===== src/rtl/uc_host_link_pkg.sv =====
// uc_host_link_pkg: uc_in/uc_out field layout, command codes and TX FSM states shared with endpoints
package uc_host_link_pkg;
    localparam int UC_DATA_LSB = 0;
    localparam int UC_DATA_W   = 8;
    localparam int UC_CMD_LSB  = 8;
    localparam int UC_CMD_W    = 3;
    localparam int UC_ADDR_LSB = 11;
    localparam int UC_ADDR_W   = 3;
    localparam int UC_LEN_LSB  = 14;
    localparam int UC_LEN_W    = 8;
    localparam int UC_BUSY_BIT = 22;
    localparam int UC_IN_W     = 23;
    localparam int UC_OUT_W    = 22;

    localparam logic [2:0] CMD_NOP          = 3'd0;
    localparam logic [2:0] CMD_TRANSFER_IN  = 3'd1;
    localparam logic [2:0] CMD_TRIGGER_IN   = 3'd2;
    localparam logic [2:0] CMD_BLOCK_IN     = 3'd3;
    localparam logic [2:0] CMD_TRANSFER_OUT = 3'd4;

    localparam logic [UC_IN_W-1:0] UC_IN_IDLE = '0;

    typedef enum logic [1:0] {TX_IDLE, TX_HOLD, TX_GAP} tx_state_t;

    // Commands the host may send down to endpoints
    function automatic logic is_down_cmd(input logic [2:0] cmd);
        return cmd inside {CMD_TRANSFER_IN, CMD_TRIGGER_IN, CMD_BLOCK_IN};
    endfunction
endpackage


===== src/rtl/uc_rx_fifo.sv =====
// uc_rx_fifo: synchronous first-word fall-through FIFO for captured upstream frames
module uc_rx_fifo
    import uc_host_link_pkg::*;
#(
    parameter int WIDTH = UC_ADDR_W + UC_DATA_W,
    parameter int DEPTH = 4
) (
    input  logic             uc_clk,
    input  logic             uc_reset,
    input  logic             wr_en,
    input  logic [WIDTH-1:0] wr_data,
    input  logic             rd_en,
    output logic [WIDTH-1:0] rd_data,
    output logic             full,
    output logic             empty
);
    localparam int AW = $clog2(DEPTH);

    logic [WIDTH-1:0] mem [DEPTH];
    logic [AW-1:0]    wr_ptr, rd_ptr;
    logic [AW:0]      count;
    logic             do_wr, do_rd;

    assign do_rd   = rd_en & ~empty;
    assign do_wr   = wr_en & (~full | do_rd);
    assign full    = count == (AW+1)'(DEPTH);
    assign empty   = count == '0;
    assign rd_data = empty ? '0 : mem[rd_ptr];

    // Pointer and occupancy tracking; a write into a full FIFO is legal only alongside a read
    always_ff @(posedge uc_clk or posedge uc_reset) begin
        if (uc_reset) begin
            wr_ptr <= '0;
            rd_ptr <= '0;
            count  <= '0;
        end else begin
            if (do_wr) wr_ptr <= wr_ptr + 1'b1;
            if (do_rd) rd_ptr <= rd_ptr + 1'b1;
            count <= count + (AW+1)'(do_wr) - (AW+1)'(do_rd);
        end
    end

    // Storage array; contents need no reset because the head is masked while empty
    always_ff @(posedge uc_clk) begin
        if (do_wr) mem[wr_ptr] <= wr_data;
    end
endmodule


===== src/rtl/uc_host_link.sv =====
// uc_host_link: serialises host requests onto uc_in and captures TRANSFER_OUT frames from uc_out
module uc_host_link
    import uc_host_link_pkg::*;
#(
    parameter int HOLD_CYCLES = 4,
    parameter int GAP_CYCLES  = 2,
    parameter int BUSY_MIN    = 4,
    parameter int RX_DEPTH    = 4
) (
    input  logic                uc_clk,
    input  logic                uc_reset,
    output logic [UC_IN_W-1:0]  uc_in,
    input  logic [UC_OUT_W-1:0] uc_out,
    input  logic                tx_valid,
    output logic                tx_ready,
    input  logic [2:0]          tx_addr,
    input  logic [2:0]          tx_cmd,
    input  logic [7:0]          tx_data,
    output logic                tx_reject,
    output logic                rx_valid,
    input  logic                rx_ready,
    output logic [2:0]          rx_addr,
    output logic [7:0]          rx_data,
    output logic                rx_overflow
);
    localparam int TW = $clog2(HOLD_CYCLES + GAP_CYCLES + 1);
    localparam int BW = $clog2(BUSY_MIN + 1);

    tx_state_t      state, state_n;
    logic [TW-1:0]  tx_cnt, tx_cnt_n;
    logic           out_of_reset, load, reject_n;
    logic [2:0]     f_addr, f_cmd;
    logic [7:0]     f_data;
    logic           m_q, m_prev;
    logic [2:0]     a_q;
    logic [7:0]     d_q;
    logic [BW-1:0]  busy_cnt;
    logic           push, pop, wr_en, full, empty;
    logic [10:0]    head;
    logic           unused_len;

    // TX state register, latched frame fields and reject pulse
    always_ff @(posedge uc_clk or posedge uc_reset) begin
        if (uc_reset) begin
            state        <= TX_IDLE;
            tx_cnt       <= '0;
            out_of_reset <= 1'b0;
            tx_reject    <= 1'b0;
            f_addr       <= '0;
            f_cmd        <= CMD_NOP;
            f_data       <= '0;
        end else begin
            state        <= state_n;
            tx_cnt       <= tx_cnt_n;
            out_of_reset <= 1'b1;
            tx_reject    <= reject_n;
            if (load) begin
                f_addr <= tx_addr;
                f_cmd  <= tx_cmd;
                f_data <= tx_data;
            end
        end
    end

    // TX next state: accept in idle, then count down the hold and gap phases
    always_comb begin
        state_n  = state;
        tx_cnt_n = tx_cnt;
        load     = 1'b0;
        reject_n = 1'b0;
        tx_ready = out_of_reset && state == TX_IDLE;
        case (state)
            TX_IDLE: if (tx_valid && tx_ready) begin
                if (is_down_cmd(tx_cmd)) begin
                    load     = 1'b1;
                    state_n  = TX_HOLD;
                    tx_cnt_n = TW'(HOLD_CYCLES - 1);
                end else begin
                    reject_n = 1'b1;
                end
            end
            TX_HOLD: begin
                tx_cnt_n = tx_cnt - 1'b1;
                if (tx_cnt == '0) begin
                    state_n  = TX_GAP;
                    tx_cnt_n = TW'(GAP_CYCLES - 1);
                end
            end
            TX_GAP: begin
                tx_cnt_n = tx_cnt - 1'b1;
                if (tx_cnt == '0) state_n = TX_IDLE;
            end
            default: state_n = TX_IDLE;
        endcase
    end

    // uc_in: frame fields only while holding, busy bit independent of TX
    always_comb begin
        uc_in              = UC_IN_IDLE;
        uc_in[UC_BUSY_BIT] = busy_cnt != '0 || full;
        if (state == TX_HOLD) begin
            uc_in[UC_ADDR_LSB +: UC_ADDR_W] = f_addr;
            uc_in[UC_CMD_LSB  +: UC_CMD_W]  = f_cmd;
            uc_in[UC_DATA_LSB +: UC_DATA_W] = f_data;
        end
    end

    assign push       = m_q & ~m_prev;
    assign pop        = rx_valid & rx_ready;
    assign wr_en      = push & (~full | pop);
    assign rx_valid   = ~empty;
    assign {rx_addr, rx_data} = head;
    assign unused_len = ^uc_out[UC_LEN_LSB +: UC_LEN_W];

    // RX capture pipeline, busy hold-off counter and overflow pulse
    always_ff @(posedge uc_clk or posedge uc_reset) begin
        if (uc_reset) begin
            m_q         <= 1'b0;
            m_prev      <= 1'b0;
            a_q         <= '0;
            d_q         <= '0;
            busy_cnt    <= '0;
            rx_overflow <= 1'b0;
        end else begin
            m_q         <= uc_out[UC_CMD_LSB +: UC_CMD_W] == CMD_TRANSFER_OUT;
            m_prev      <= m_q;
            a_q         <= uc_out[UC_ADDR_LSB +: UC_ADDR_W];
            d_q         <= uc_out[UC_DATA_LSB +: UC_DATA_W];
            busy_cnt    <= push ? BW'(BUSY_MIN) : busy_cnt != '0 ? busy_cnt - 1'b1 : busy_cnt;
            rx_overflow <= push & full & ~pop;
        end
    end

    uc_rx_fifo #(.WIDTH(UC_ADDR_W + UC_DATA_W), .DEPTH(RX_DEPTH)) u_rx_fifo (
        .uc_clk   (uc_clk),
        .uc_reset (uc_reset),
        .wr_en    (wr_en),
        .wr_data  ({a_q, d_q}),
        .rd_en    (pop),
        .rd_data  (head),
        .full     (full),
        .empty    (empty)
    );
endmodule


===== config.mk =====
export PLATFORM = sky130hd
export DESIGN_NAME = uc_host_link
export DESIGN_NICKNAME = d
export VERILOG_FILES = /design/src/rtl/uc_host_link_pkg.sv /design/src/rtl/uc_rx_fifo.sv /design/src/rtl/uc_host_link.sv
export SDC_FILE = /design/constraint.sdc
export NUM_CORES = 1
export LEC_CHECK = 0
export ABC_AREA = 1
export BUFFER_PORTS_ARGS = -buffer_cell sky130_fd_sc_hd__clkbuf_2
export CAP_MARGIN = 40
export CORE_UTILIZATION = 55
export DETAILED_ROUTE_END_ITERATION = 10
export GPL_TIMING_DRIVEN = 0
export PLACE_DENSITY_LB_ADDON = 0.3
export SYNTH_ARGS = -nofsm -noshare
export SYNTH_HDL_FRONTEND = slang
export SYNTH_HIERARCHICAL = 1
export SYNTH_SLANG_ARGS = --single-unit

===== constraint.sdc =====
create_clock -name uc_clk -period 4.1 [get_ports uc_clk]
set_input_delay 0.82 -clock uc_clk [delete_from_list [all_inputs] [get_ports uc_clk]]
set_output_delay 0.82 -clock uc_clk [all_outputs]
set_load 0.005 [all_outputs]

==> impl_metrics.yaml <==
status:
  status: "finished, final reports clean"
clock_network:
  clkLatencyLatePin_ns: 0.35
  postCtsSetupBuffers: 0
  clkSinkCount: 89
  cts_hold_buffers: 0
  cts_resized: 0
  cts_tree: "built"
  numCtsBuffers: 9
  h-tree-depth: 3
  clk_pin_slew_ns: 0.09
  cts_buffer_depth: 2
  cts-root-buf: "clkbuf_8"
cells_and_area:
  antennaDiodeCount: 0
  drive_gt1_share_pct: 22.9
  final_common_cell: "nand2_1"
  post-route-util_pct: 66.7
  seqCellArea_um2: 2450
  mostFrequentLayoutCells: "nand2_1 (132), inv_1 (89), clkbuf_2 (61)"
  syn2layout_area_growth_pct: 17.8
  post_layout_nonfiller_instances: 622
  nFillCells: 593
  multiInputGateArea_um2: 1180
  finalNetCount: 572
timing:
  hold_violations: 0
  min_period_ns: 2.49
  finalSetupViolCount: 0
  slew_viol_final: 0
  min_period_over_period_pct: 60.8
  tightestPinTransition_ns: 0.540
  rsz0062_at_grt: "false"
  fin_setup_tns_ns: 0
  max-slew-margin-rel_pct: 63.9
  fin_worst_skew_ns: 0.0105
  fmax_ghz: 0.401
route:
  viasPerCell: 4.66
  vias: 2901
  detail_route.wl_per_cell_um: 12.5
  drtPass1Iterations: 5
  initialDrtViolationCount: 112
  totalWireLength_um: 7790
  ant_nets: 0
  drc_errors: 0
critical_path:
  crit_type: "reg2out"
  critPathLaunchType: "register"
  r2r_setup_slack_ns: 1.62
  required_ns: 3.28
  r2r-start: "u_rx_fifo/count[2]"
  endpoint_kind: "output pin"
  r2r_cells: 10
  worstPathArrival_ns: 1.67
  timing.rr.end: "u_rx_fifo/mem[0][10]"
  cp_max_fo: 10
die:
  initial_core_util_pct: 56.6
  die_w_um: 88.4
  die-area_um2: 7820
  io_pins: 78
  die_y_um: 88.4
  num_rows: 31
  coreArea_um2: 7250
power:
  power.leakage_nw: 2.58
  pwr_density_cell_nw_per_um2: 616
  ir_worst_vdd_uv: 288
  finalPower_mw: 2.98
global_route:
  grt_pass1_vias: 2755
  grt_pass1_wl_um: 12600
  gr-total-overflow: 0
  grt_max_degree: 33
  antenna_found_initial: 0
  grt_usage_pct: 21.9
logic_synthesis:
  synth.cell_area_um2: 4110
  ys_warn_count: 6
  yosys.area.top_type: "edfxtp_1"
  synthCells: 434
  synth_seq_area_share_pct: 59.6
  avgSynthCellArea_um2: 9.47
  synth-seq-cells: 89
  synth_top_area_share_pct: 32.2
  synth_cell_types: 26
  synth.area.top_cells: "edfxtp_1 (32%), dfrtp_1 (27%), nand2_1 (12%)"
place:
  gp_congestion: 0.790
  detailed_place_hpwl_um: 5540
  place_inst: 606
  numPortBuffers: 61
hold_path:
  hold_class: "in2async"
run:
  cap_violations: 0
[kinds of logic after synthesis]
family,Yosys count,share of synthesized area [%]
AOI/OAI and AO/OA,19,2.95
xor gates and xnor gates,3,0.640
adders and majority gates,14,4.45
buffers and inverters,113,12.3
DFF,89,59.6
other,2,0.183
and+or+nand+nor,194,19.9
[worst max-delay path, stage by stage (launching register included)]
cell      delay (ns)
dfrtp_1         0.42
inv_1           0.09
ha_1            0.13
buf_2           0.20
buf_2           0.24
nand2_1         0.08
inv_1           0.06
clkbuf_2        0.10
[final cells by class]
type / instances / share of cell area [%]
flip-flops and latches: 89 / 50.6
well taps: 99 / 2.56
clock buffers: 10 / 3.08
clock inverters: 6 / 1.32
plain buffers: 20 / 3.18
repair buffers: 66 / 7.58
inverters: 93 / 7.29
multi-input cells: 239 / 24.4
[report_power, final]
part	switching, mW	internal (mW)	total [mW]
Clock	0.305	0.319	0.624
Combinational	0.686	0.464	1.15
Sequential	0.100	1.11	1.21
Total	1.09	1.89	2.98
[worst max path at each step]
stage,end,startpoint
2_1_floorplan,u_rx_fifo/count[2],rx_ready
3_3_place_gp,u_rx_fifo/mem[2][5],rx_ready
3_5_place_dp,u_rx_fifo/mem[0][8],rx_ready
4_1_cts,uc_in[6],state[1]
5_1_grt,u_rx_fifo/mem[0][10],u_rx_fifo/count[2]
6_report,uc_in[6],state[1]
[synth_stat cells, drive strengths merged]
master	count
inv	92
xnor2	3
nand3	40
fa	1
nor3b	1
o21ai	6
dfrtp	45
edfxtp	44
nand3b	2
conb	2
nor3	2
nand2	137
buf	20
nor2	11
or2	1
ha	13
a21oi	13
clkinv	1
[sequential cells by signal, summed over array words and instances (netlist names), 2 cells and up]
signal            flops
d_q                   8
u_rx_fifo/wr_ptr      2
tx_cnt                3
state                 2
u_rx_fifo/mem        44
u_rx_fifo/rd_ptr      2
f_addr                3
f_cmd                 3
a_q                   3
u_rx_fifo/count       3
f_data                8
busy_cnt              3
[metal layers]
layer / global-route usage (%) / vias to the layer above / part of all wire, % / wire, µm
li1: - / 1472 / - / -
met1: 26.0 / 1340 / 41 / 3220
met2: 39.0 / 81 / 52 / 4050
met3: 4.38 / 8 / 5.1 / 394
met4: 9.09 / 0 / 1.5 / 119
met5: 0 / - / 0 / 0
[per-stage QoR]
stage          instance area, µm²  hold slack, ns  worst slack [ns]
3_5_place_dp                 4630           0.364              1.61
4_1_cts                      4840           0.364              1.57
3_3_place_gp                 4560           0.361              1.35
5_1_grt                      4840           0.370              1.45
2_1_floorplan                4140           0.354              1.91
6_report                     4840           0.370              1.61
(Power assumes the default switching activity.)
